**config.mk**
```make
export PLATFORM = sky130hd
export DESIGN_NAME = cdb_arbiter
export DESIGN_NICKNAME = d
export VERILOG_FILES = /design/src/rtl/cdb_arbiter_pkg.sv /design/src/rtl/cdb_fifo.sv /design/src/rtl/cdb_arbiter.sv
export SDC_FILE = /design/constraint.sdc
export NUM_CORES = 1
export LEC_CHECK = 0
export CORE_ASPECT_RATIO = 0.75
export CORE_MARGIN = 4
export CORE_UTILIZATION = 53
export DETAILED_ROUTE_END_ITERATION = 8
export PLACE_DENSITY = 0.73
export SYNTH_ARGS = -nofsm -noshare
export SYNTH_HDL_FRONTEND = slang
export SYNTH_SLANG_ARGS = --single-unit
```
**constraint.sdc**
```tcl
create_clock -name clk_in -period 2.9 [get_ports clk_in]
set_input_delay 0.29 -clock clk_in [delete_from_list [all_inputs] [get_ports clk_in]]
set_output_delay 0.29 -clock clk_in [all_outputs]
set_load 0.01 [all_outputs]
```
**src/rtl/cdb_arbiter_pkg.sv**
```systemverilog
// Shared constants for the common-data-bus arbiter: ROB index width, source
// encodings and default per-source FIFO depth.
package cdb_arbiter_pkg;

    localparam int   ROB_BITS       = 4;
    localparam int   CDB_FIFO_DEPTH = 4;
    localparam logic CDB_SRC_ALU    = 1'b0;
    localparam logic CDB_SRC_LSB    = 1'b1;

endpackage

```
**src/rtl/cdb_fifo.sv**
```systemverilog
// Small per-source result FIFO ({rob_entry, value}) with synchronous reset and
// flush. A push while full is dropped, and a pop while empty is dropped.
module cdb_fifo
    import cdb_arbiter_pkg::*;
#(
    parameter int ROB_BITS   = cdb_arbiter_pkg::ROB_BITS,
    parameter int FIFO_DEPTH = CDB_FIFO_DEPTH
) (
    input  logic                          clk_in,
    input  logic                          rst_in,
    input  logic                          push_in,
    input  logic                          pop_in,
    input  logic                          clear_in,
    input  logic [ROB_BITS+31:0]          data_in,
    output logic [ROB_BITS+31:0]          head_out,
    output logic                          empty_out,
    output logic                          full_out,
    output logic [$clog2(FIFO_DEPTH):0]   count_out
);

    localparam int             PTR_W     = $clog2(FIFO_DEPTH);
    localparam int             DATA_W    = ROB_BITS + 32;
    localparam logic [PTR_W:0] DEPTH_CNT = (PTR_W+1)'(FIFO_DEPTH);

    logic [DATA_W-1:0] mem_q [FIFO_DEPTH];
    logic [DATA_W-1:0] mem_d [FIFO_DEPTH];
    logic [PTR_W-1:0]  wr_ptr_q, wr_ptr_d;
    logic [PTR_W-1:0]  rd_ptr_q, rd_ptr_d;
    logic [PTR_W:0]    count_q, count_d;
    logic              do_push, do_pop;

    assign empty_out = (count_q == '0);
    assign full_out  = (count_q == DEPTH_CNT);
    assign head_out  = mem_q[rd_ptr_q];
    assign count_out = count_q;
    assign do_push   = push_in & ~full_out;
    assign do_pop    = pop_in & ~empty_out;

    always_comb begin
        mem_d    = mem_q;
        wr_ptr_d = wr_ptr_q;
        rd_ptr_d = rd_ptr_q;
        count_d  = count_q;
        if (clear_in) begin
            wr_ptr_d = '0;
            rd_ptr_d = '0;
            count_d  = '0;
        end else begin
            if (do_push) begin
                mem_d[wr_ptr_q] = data_in;
                wr_ptr_d        = wr_ptr_q + PTR_W'(1);
            end
            if (do_pop) begin
                rd_ptr_d = rd_ptr_q + PTR_W'(1);
            end
            count_d = count_q + {{PTR_W{1'b0}}, do_push} - {{PTR_W{1'b0}}, do_pop};
        end
    end

    always_ff @(posedge clk_in) begin
        if (rst_in) begin
            for (int i = 0; i < FIFO_DEPTH; i++) begin
                mem_q[i] <= '0;
            end
            wr_ptr_q <= '0;
            rd_ptr_q <= '0;
            count_q  <= '0;
        end else begin
            mem_q    <= mem_d;
            wr_ptr_q <= wr_ptr_d;
            rd_ptr_q <= rd_ptr_d;
            count_q  <= count_d;
        end
    end

endmodule

```
**src/rtl/cdb_arbiter.sv**
```systemverilog
// CDB arbiter: picks one of the ALU/LSB results per cycle and broadcasts it registered.
// Defining CDB_LSB_PRIORITY_EN replaces round-robin with fixed LSB-first priority.
module cdb_arbiter
    import cdb_arbiter_pkg::*;
#(
    parameter int ROB_BITS   = cdb_arbiter_pkg::ROB_BITS,
    parameter int FIFO_DEPTH = CDB_FIFO_DEPTH
) (
    input  logic                clk_in,
    input  logic                rst_in,
    input  logic                rdy_in,
    input  logic                clear_in,
    input  logic                alu_valid_in,
    input  logic [ROB_BITS-1:0] alu_rob_entry_in,
    input  logic [31:0]         alu_value_in,
    output logic                alu_stall_out,
    input  logic                lsb_valid_in,
    input  logic [ROB_BITS-1:0] lsb_rob_entry_in,
    input  logic [31:0]         lsb_value_in,
    output logic                lsb_stall_out,
    output logic                cdb_valid_out,
    output logic [ROB_BITS-1:0] cdb_rob_entry_out,
    output logic [31:0]         cdb_value_out,
    output logic                cdb_src_out
);

    localparam int            CNT_W     = $clog2(FIFO_DEPTH) + 1;
    localparam logic [CNT_W-1:0] DEPTH_CNT = CNT_W'(FIFO_DEPTH);

    logic [ROB_BITS+31:0] alu_head, lsb_head, alu_cand, lsb_cand;
    logic                 alu_empty, lsb_empty, alu_full, lsb_full;
    logic [CNT_W-1:0]     alu_count, lsb_count;
    logic                 alu_in_ok, lsb_in_ok, alu_cand_valid, lsb_cand_valid;
    logic                 grant_alu, grant_lsb, active;
    logic                 alu_push, alu_pop, lsb_push, lsb_pop, fifo_clear;

    logic                 cdb_valid_q, cdb_valid_d;
    logic [ROB_BITS-1:0]  cdb_rob_entry_q, cdb_rob_entry_d;
    logic [31:0]          cdb_value_q, cdb_value_d;
    logic                 cdb_src_q, cdb_src_d;

    assign active     = rdy_in & ~clear_in;
    assign fifo_clear = rdy_in & clear_in;

    // A full FIFO is never empty, so a stalled input can never take the bypass path.
    assign alu_in_ok      = alu_valid_in & ~alu_full;
    assign lsb_in_ok      = lsb_valid_in & ~lsb_full;
    assign alu_cand_valid = ~alu_empty | alu_in_ok;
    assign lsb_cand_valid = ~lsb_empty | lsb_in_ok;
    assign alu_cand       = alu_empty ? {alu_rob_entry_in, alu_value_in} : alu_head;
    assign lsb_cand       = lsb_empty ? {lsb_rob_entry_in, lsb_value_in} : lsb_head;

`ifdef CDB_LSB_PRIORITY_EN
    assign grant_lsb = lsb_cand_valid;
    assign grant_alu = alu_cand_valid & ~lsb_cand_valid;
`else
    logic last_grant_q, last_grant_d;

    always_comb begin
        grant_alu = alu_cand_valid;
        grant_lsb = lsb_cand_valid;
        if (alu_cand_valid && lsb_cand_valid) begin
            grant_lsb = (last_grant_q == CDB_SRC_ALU);
            grant_alu = ~grant_lsb;
        end
    end

    always_comb begin
        last_grant_d = last_grant_q;
        if (rdy_in) begin
            if (clear_in) begin
                last_grant_d = CDB_SRC_LSB;
            end else if (grant_lsb) begin
                last_grant_d = CDB_SRC_LSB;
            end else if (grant_alu) begin
                last_grant_d = CDB_SRC_ALU;
            end
        end
    end

    always_ff @(posedge clk_in) begin
        if (rst_in) begin
            last_grant_q <= CDB_SRC_LSB;
        end else begin
            last_grant_q <= last_grant_d;
        end
    end
`endif

    assign alu_pop  = active & grant_alu & ~alu_empty;
    assign lsb_pop  = active & grant_lsb & ~lsb_empty;
    assign alu_push = active & alu_in_ok & ~(grant_alu & alu_empty);
    assign lsb_push = active & lsb_in_ok & ~(grant_lsb & lsb_empty);

    cdb_fifo #(.ROB_BITS(ROB_BITS), .FIFO_DEPTH(FIFO_DEPTH)) u_alu_fifo (
        .clk_in    (clk_in),
        .rst_in    (rst_in),
        .push_in   (alu_push),
        .pop_in    (alu_pop),
        .clear_in  (fifo_clear),
        .data_in   ({alu_rob_entry_in, alu_value_in}),
        .head_out  (alu_head),
        .empty_out (alu_empty),
        .full_out  (alu_full),
        .count_out (alu_count)
    );

    cdb_fifo #(.ROB_BITS(ROB_BITS), .FIFO_DEPTH(FIFO_DEPTH)) u_lsb_fifo (
        .clk_in    (clk_in),
        .rst_in    (rst_in),
        .push_in   (lsb_push),
        .pop_in    (lsb_pop),
        .clear_in  (fifo_clear),
        .data_in   ({lsb_rob_entry_in, lsb_value_in}),
        .head_out  (lsb_head),
        .empty_out (lsb_empty),
        .full_out  (lsb_full),
        .count_out (lsb_count)
    );

    assign alu_stall_out = (alu_count == DEPTH_CNT);
    assign lsb_stall_out = (lsb_count == DEPTH_CNT);

    // Idle and flush cycles drop only the valid bit; the payload keeps its last value.
    always_comb begin
        cdb_valid_d     = cdb_valid_q;
        cdb_rob_entry_d = cdb_rob_entry_q;
        cdb_value_d     = cdb_value_q;
        cdb_src_d       = cdb_src_q;
        if (rdy_in) begin
            if (clear_in) begin
                cdb_valid_d = 1'b0;
            end else begin
                cdb_valid_d = grant_alu | grant_lsb;
                if (grant_lsb) begin
                    {cdb_rob_entry_d, cdb_value_d} = lsb_cand;
                    cdb_src_d                      = CDB_SRC_LSB;
                end else if (grant_alu) begin
                    {cdb_rob_entry_d, cdb_value_d} = alu_cand;
                    cdb_src_d                      = CDB_SRC_ALU;
                end
            end
        end
    end

    always_ff @(posedge clk_in) begin
        if (rst_in) begin
            cdb_valid_q     <= 1'b0;
            cdb_rob_entry_q <= '0;
            cdb_value_q     <= '0;
            cdb_src_q       <= 1'b0;
        end else begin
            cdb_valid_q     <= cdb_valid_d;
            cdb_rob_entry_q <= cdb_rob_entry_d;
            cdb_value_q     <= cdb_value_d;
            cdb_src_q       <= cdb_src_d;
        end
    end

    assign cdb_valid_out     = cdb_valid_q;
    assign cdb_rob_entry_out = cdb_rob_entry_q;
    assign cdb_value_out     = cdb_value_q;
    assign cdb_src_out       = cdb_src_q;

endmodule

```
==> reports/results.txt <==
status = finished, final reports clean
Switching Fraction = 23.6%
vias in the first global route = 11900
clock network latency to the later pin of the worst-skew pair = 0.53 ns
Total Routed Length = 41000 µm
Reg2Reg Setup Slack = 0.43 ns
detailed-placement wirelength estimate = 25900 µm
Worst R2R End = u_lsb_fifo.count_out[2]$_SDFF_PP0_
most common cell in the synthesized netlist = sky130_fd_sc_hd__nand2b_1
relative slew slack = 49.7%
number of nets at the end of the flow = 1706
number of instances in the synthesized netlist = 1547
initial cell density of the core = 54.0%
setup repair after global routing missed its margin = no
Finished Cell Area = 19100 µm²
Synth Register Bits = 341
power dissipated by switching net loads = 2390 µW
area leader, netlist = sky130_fd_sc_hd__dfxtp_1
number of buffers inserted by post-CTS setup repair = 0
clock transition time at the flip-flop clock pins of the worst setup and hold paths = 0.06 ns
first drt pass iteration count = 5
largest net degree at the start of global routing = 124
IO Port Bufs = 117
Final Max Tran Viols = 0
synth-to-layout area growth = 16.2%
share of layout cells above drive strength 1 = 11.4%
sequential fraction of design power = 47.3%
area post-placement = 17900 µm²
number of enable flip-flop cells after synthesis = 0
final weighted congestion of routability-driven global placement = 0.801
clock network fraction of design power = 43.8%
standard-cell row count = 55
CTS hold repair buffers = 0
leakage component of the power = 0.00803 µW
total nets after synthesis = 1639
critical hold path startpoint = rst_in
die outline width = 211 µm
total clock sinks = 341
Worst R2R Start = u_lsb_fifo.count_out[2]$_SDFF_PP0_
CTS tree = yes
Worst Setup End Kind = flip-flop
worst path required time = 3.30 ns
class of the most critical hold timing path = input port to flip-flop
antenna cell count = 0
vias per cell = 5.72
Top-Level Pins = 118
number of remaining DRC errors = 0
Internal Power = 7750 µW
R2R depth = 10
worst path cell trace = or3_1 -> and3_1 -> ha_1 -> inv_1 -> ha_1 -> inv_1 -> fa_1 -> xor2_1 -> xnor2_1 -> nor2_1
worst hold path endpoint = cdb_src_out$_SDFFE_PP0P_
number of DRC markers after the initial detailed-route iteration = 899
antenna violation net count after detailed routing = 0
die boundary height = 160 µm
CTS buffer count = 34
type of the setup path with the least slack = flip-flop to flip-flop
Yosys warning total = 0
top cell types by occurrence after synthesis = sky130_fd_sc_hd__nand2b_1, sky130_fd_sc_hd__dfxtp_1, sky130_fd_sc_hd__mux2i_1, sky130_fd_sc_hd__nand2_1, sky130_fd_sc_hd__mux4_2
Synth Area per Inst = 10.6 µm²
fraction of registers with async set/reset = 0%
TNS Setup = 0 ns
Final Setup Violations = 0
critical path arrival = 2.86 ns
cells resized by post-CTS repair = 0
overall fraction of global-route tracks in use = 23.8%
maximum vdd ir drop = 0.329 mV
leading register cell type out of synthesis = sky130_fd_sc_hd__dfxtp_1
max-capacitance violation count = 0
CP max-delay cell = sky130_fd_sc_hd__or3_1
top cells by area, synth = sky130_fd_sc_hd__dfxtp_1, sky130_fd_sc_hd__mux2i_1, sky130_fd_sc_hd__nand2b_1
number of distinct library cells after synthesis = 41
post-synthesis sequential area ratio = 41.6%
Hold Fails Final Rpt = 0
Post-Synthesis Cell Area = 16400 µm²
power density cells = 532 nW/µm²
core area = 30300 µm²
overall via count from detail_route = 11700
delay of the slowest cell on the worst path = 0.42 ns
overall die area = 33800 µm²
Clk Tree Root Cell = sky130_fd_sc_hd__clkbuf_16
maximum clock path buffer count = 3
average wire per standard cell = 20.1 µm
highest fanout seen on the critical path = 7
level count of the clock H-tree = 2
count of cells along the worst hold path = 2
# fillers = 2459
part of the cycle the worst path needs = 85.0%
Layout Skew = 0.0148 ns
total congestion overflow after global routing = 0
global-route wire length before repair = 65200 µm
Synth top area share = 41.6%
launching element type of the critical path = flip-flop
max frequency = 406 MHz
fin crit period = 2.47 ns
Worst Max-Slew Pin Slew = 0.755 ns
Logic pwr share = 8.9%
number of antenna violations at the first check in global routing = 0
==> power groups by stage <==
stage                     sequential (µW)  clock (µW)  combinational [µW]
after detailed placement             4900           0                 898
final                                4800        4440                 900
after global placement               4900           0                 887
after CTS                            4800        4530                 904
after global routing                 4800        4730                 969
after floorplan                      4900           0                 489
==> area by class of cell <==
class                           instances  area [µm²]  share of cell area [%]
Multi-Input combinational cell       1064        8890                    46.7
Sequential cell                       341        6830                    35.9
Timing Repair Buffer                  160        1660                    8.70
Clock buffer                           50        1030                    5.43
Tap cell                              399         499                    2.62
Clock inverter                         11        85.1                   0.447
Inverter                               13        48.8                   0.256
==> metal layers <==
| metal | up-vias | track usage [%] | part of all wire, % |
|---|---|---|---|
| met2 | 292 | 37.3 | 45 |
| met4 | 0 | 8.19 | 3.3 |
| li1 | 5515 | - | - |
| met5 | - | 0 | 0 |
| met1 | 5780 | 33.7 | 46 |
| met3 | 80 | 3.98 | 5.1 |
==> critical path, delay by kind of cell (launching register included) <==
kind	cells	cell delay, ns
DFF	1	0.40
and+or+nand+nor	3	0.67
buffers and inverters	2	0.11
xor gates and xnor gates	2	0.34
adders and majority gates	3	0.82
==> worst max-delay path by stage <==
stage	from	to	slack, ns
final	u_lsb_fifo.count_out[2]$_SDFF_PP0_	u_lsb_fifo.count_out[2]$_SDFF_PP0_	0.43
after global routing	u_alu_fifo.count_out[1]$_SDFF_PP0_	u_alu_fifo.count_out[2]$_SDFF_PP0_	0.31
after CTS	u_lsb_fifo.count_out[2]$_SDFF_PP0_	u_lsb_fifo.count_out[2]$_SDFF_PP0_	0.47
after detailed placement	rdy_in	u_lsb_fifo.count_out[2]$_SDFF_PP0_	0.10
after global placement	rdy_in	u_lsb_fifo.count_out[2]$_SDFF_PP0_	0.19
after floorplan	u_lsb_fifo.count_out[2]$_SDFF_PP0_	u_lsb_fifo.count_out[2]$_SDFF_PP0_	0.15
==> layout by cell type (no fill, tap or decap), types with 2 or more instances in the layout <==
| cell | n |
|---|---|
| sky130_fd_sc_hd__o21ai_1 | 2 |
| sky130_fd_sc_hd__mux2i_1 | 288 |
| sky130_fd_sc_hd__clkbuf_1 | 7 |
| sky130_fd_sc_hd__nand2b_1 | 361 |
| sky130_fd_sc_hd__nor3b_1 | 36 |
| sky130_fd_sc_hd__clkdlybuf4s50_1 | 116 |
| sky130_fd_sc_hd__or3_1 | 3 |
| sky130_fd_sc_hd__and2_1 | 3 |
| sky130_fd_sc_hd__nand4_1 | 6 |
| sky130_fd_sc_hd__a32o_1 | 36 |
| sky130_fd_sc_hd__a21oi_1 | 6 |
| sky130_fd_sc_hd__clkinvlp_4 | 2 |
| sky130_fd_sc_hd__buf_4 | 30 |
| sky130_fd_sc_hd__o21ai_0 | 41 |
| sky130_fd_sc_hd__clkinv_2 | 8 |
| sky130_fd_sc_hd__nor3b_2 | 2 |
| sky130_fd_sc_hd__nor2_1 | 49 |
| sky130_fd_sc_hd__nand3_2 | 3 |
| sky130_fd_sc_hd__mux4_2 | 72 |
| sky130_fd_sc_hd__buf_12 | 13 |
| sky130_fd_sc_hd__clkbuf_8 | 6 |
| sky130_fd_sc_hd__dfxtp_2 | 4 |
| sky130_fd_sc_hd__and3_1 | 2 |
| sky130_fd_sc_hd__fa_1 | 2 |
| sky130_fd_sc_hd__dfxtp_1 | 337 |
| sky130_fd_sc_hd__xor2_1 | 5 |
| sky130_fd_sc_hd__ha_1 | 12 |
| sky130_fd_sc_hd__clkbuf_16 | 37 |
| sky130_fd_sc_hd__nand3_1 | 39 |
| sky130_fd_sc_hd__o41ai_4 | 2 |
| sky130_fd_sc_hd__nand2_1 | 75 |
| sky130_fd_sc_hd__o21a_1 | 2 |
| sky130_fd_sc_hd__inv_1 | 13 |
| sky130_fd_sc_hd__xnor2_1 | 3 |
==> per-stage QoR <==
stage	setup WS (ns)	std cells	power [µW]	utilization, %	hold WS (ns)
after global placement	0.191	1977	5790	59.1	0.449
after detailed placement	0.102	1977	5800	59.1	0.447
after floorplan	0.146	1547	5390	-	0.427
final	0.435	2038	10100	62.8	0.260
after global routing	0.306	2038	10500	62.8	0.304
after CTS	0.474	2038	10200	62.8	0.268
==> logic make-up (layout without fill, tap and decap cells) <==
group / count (synthesis) / in the layout / synth area share [%]
simple gates: 587 / 587 / 20.6
mux: 360 / 360 / 27.5
flops: 341 / 341 / 41.6
buf+inv: 142 / 234 / 4.32
compound gates: 95 / 95 / 4.41
fa+ha+maj: 14 / 14 / 1.16
xor+xnor: 8 / 8 / 0.427
==> registers in the layout (all words and copies together) (netlist names), 2 cells and up <==
| register | cells |
|---|---|
| u_alu_fifo.mem_q | 144 |
| u_lsb_fifo.rd_ptr_q | 2 |
| cdb_value_out | 32 |
| u_alu_fifo.rd_ptr_q | 2 |
| u_alu_fifo.count_out | 3 |
| u_alu_fifo.wr_ptr_q | 2 |
| u_lsb_fifo.count_out | 3 |
| u_lsb_fifo.mem_q | 144 |
| cdb_rob_entry_out | 4 |
| u_lsb_fifo.wr_ptr_q | 2 |
(Power assumes the default switching activity.)
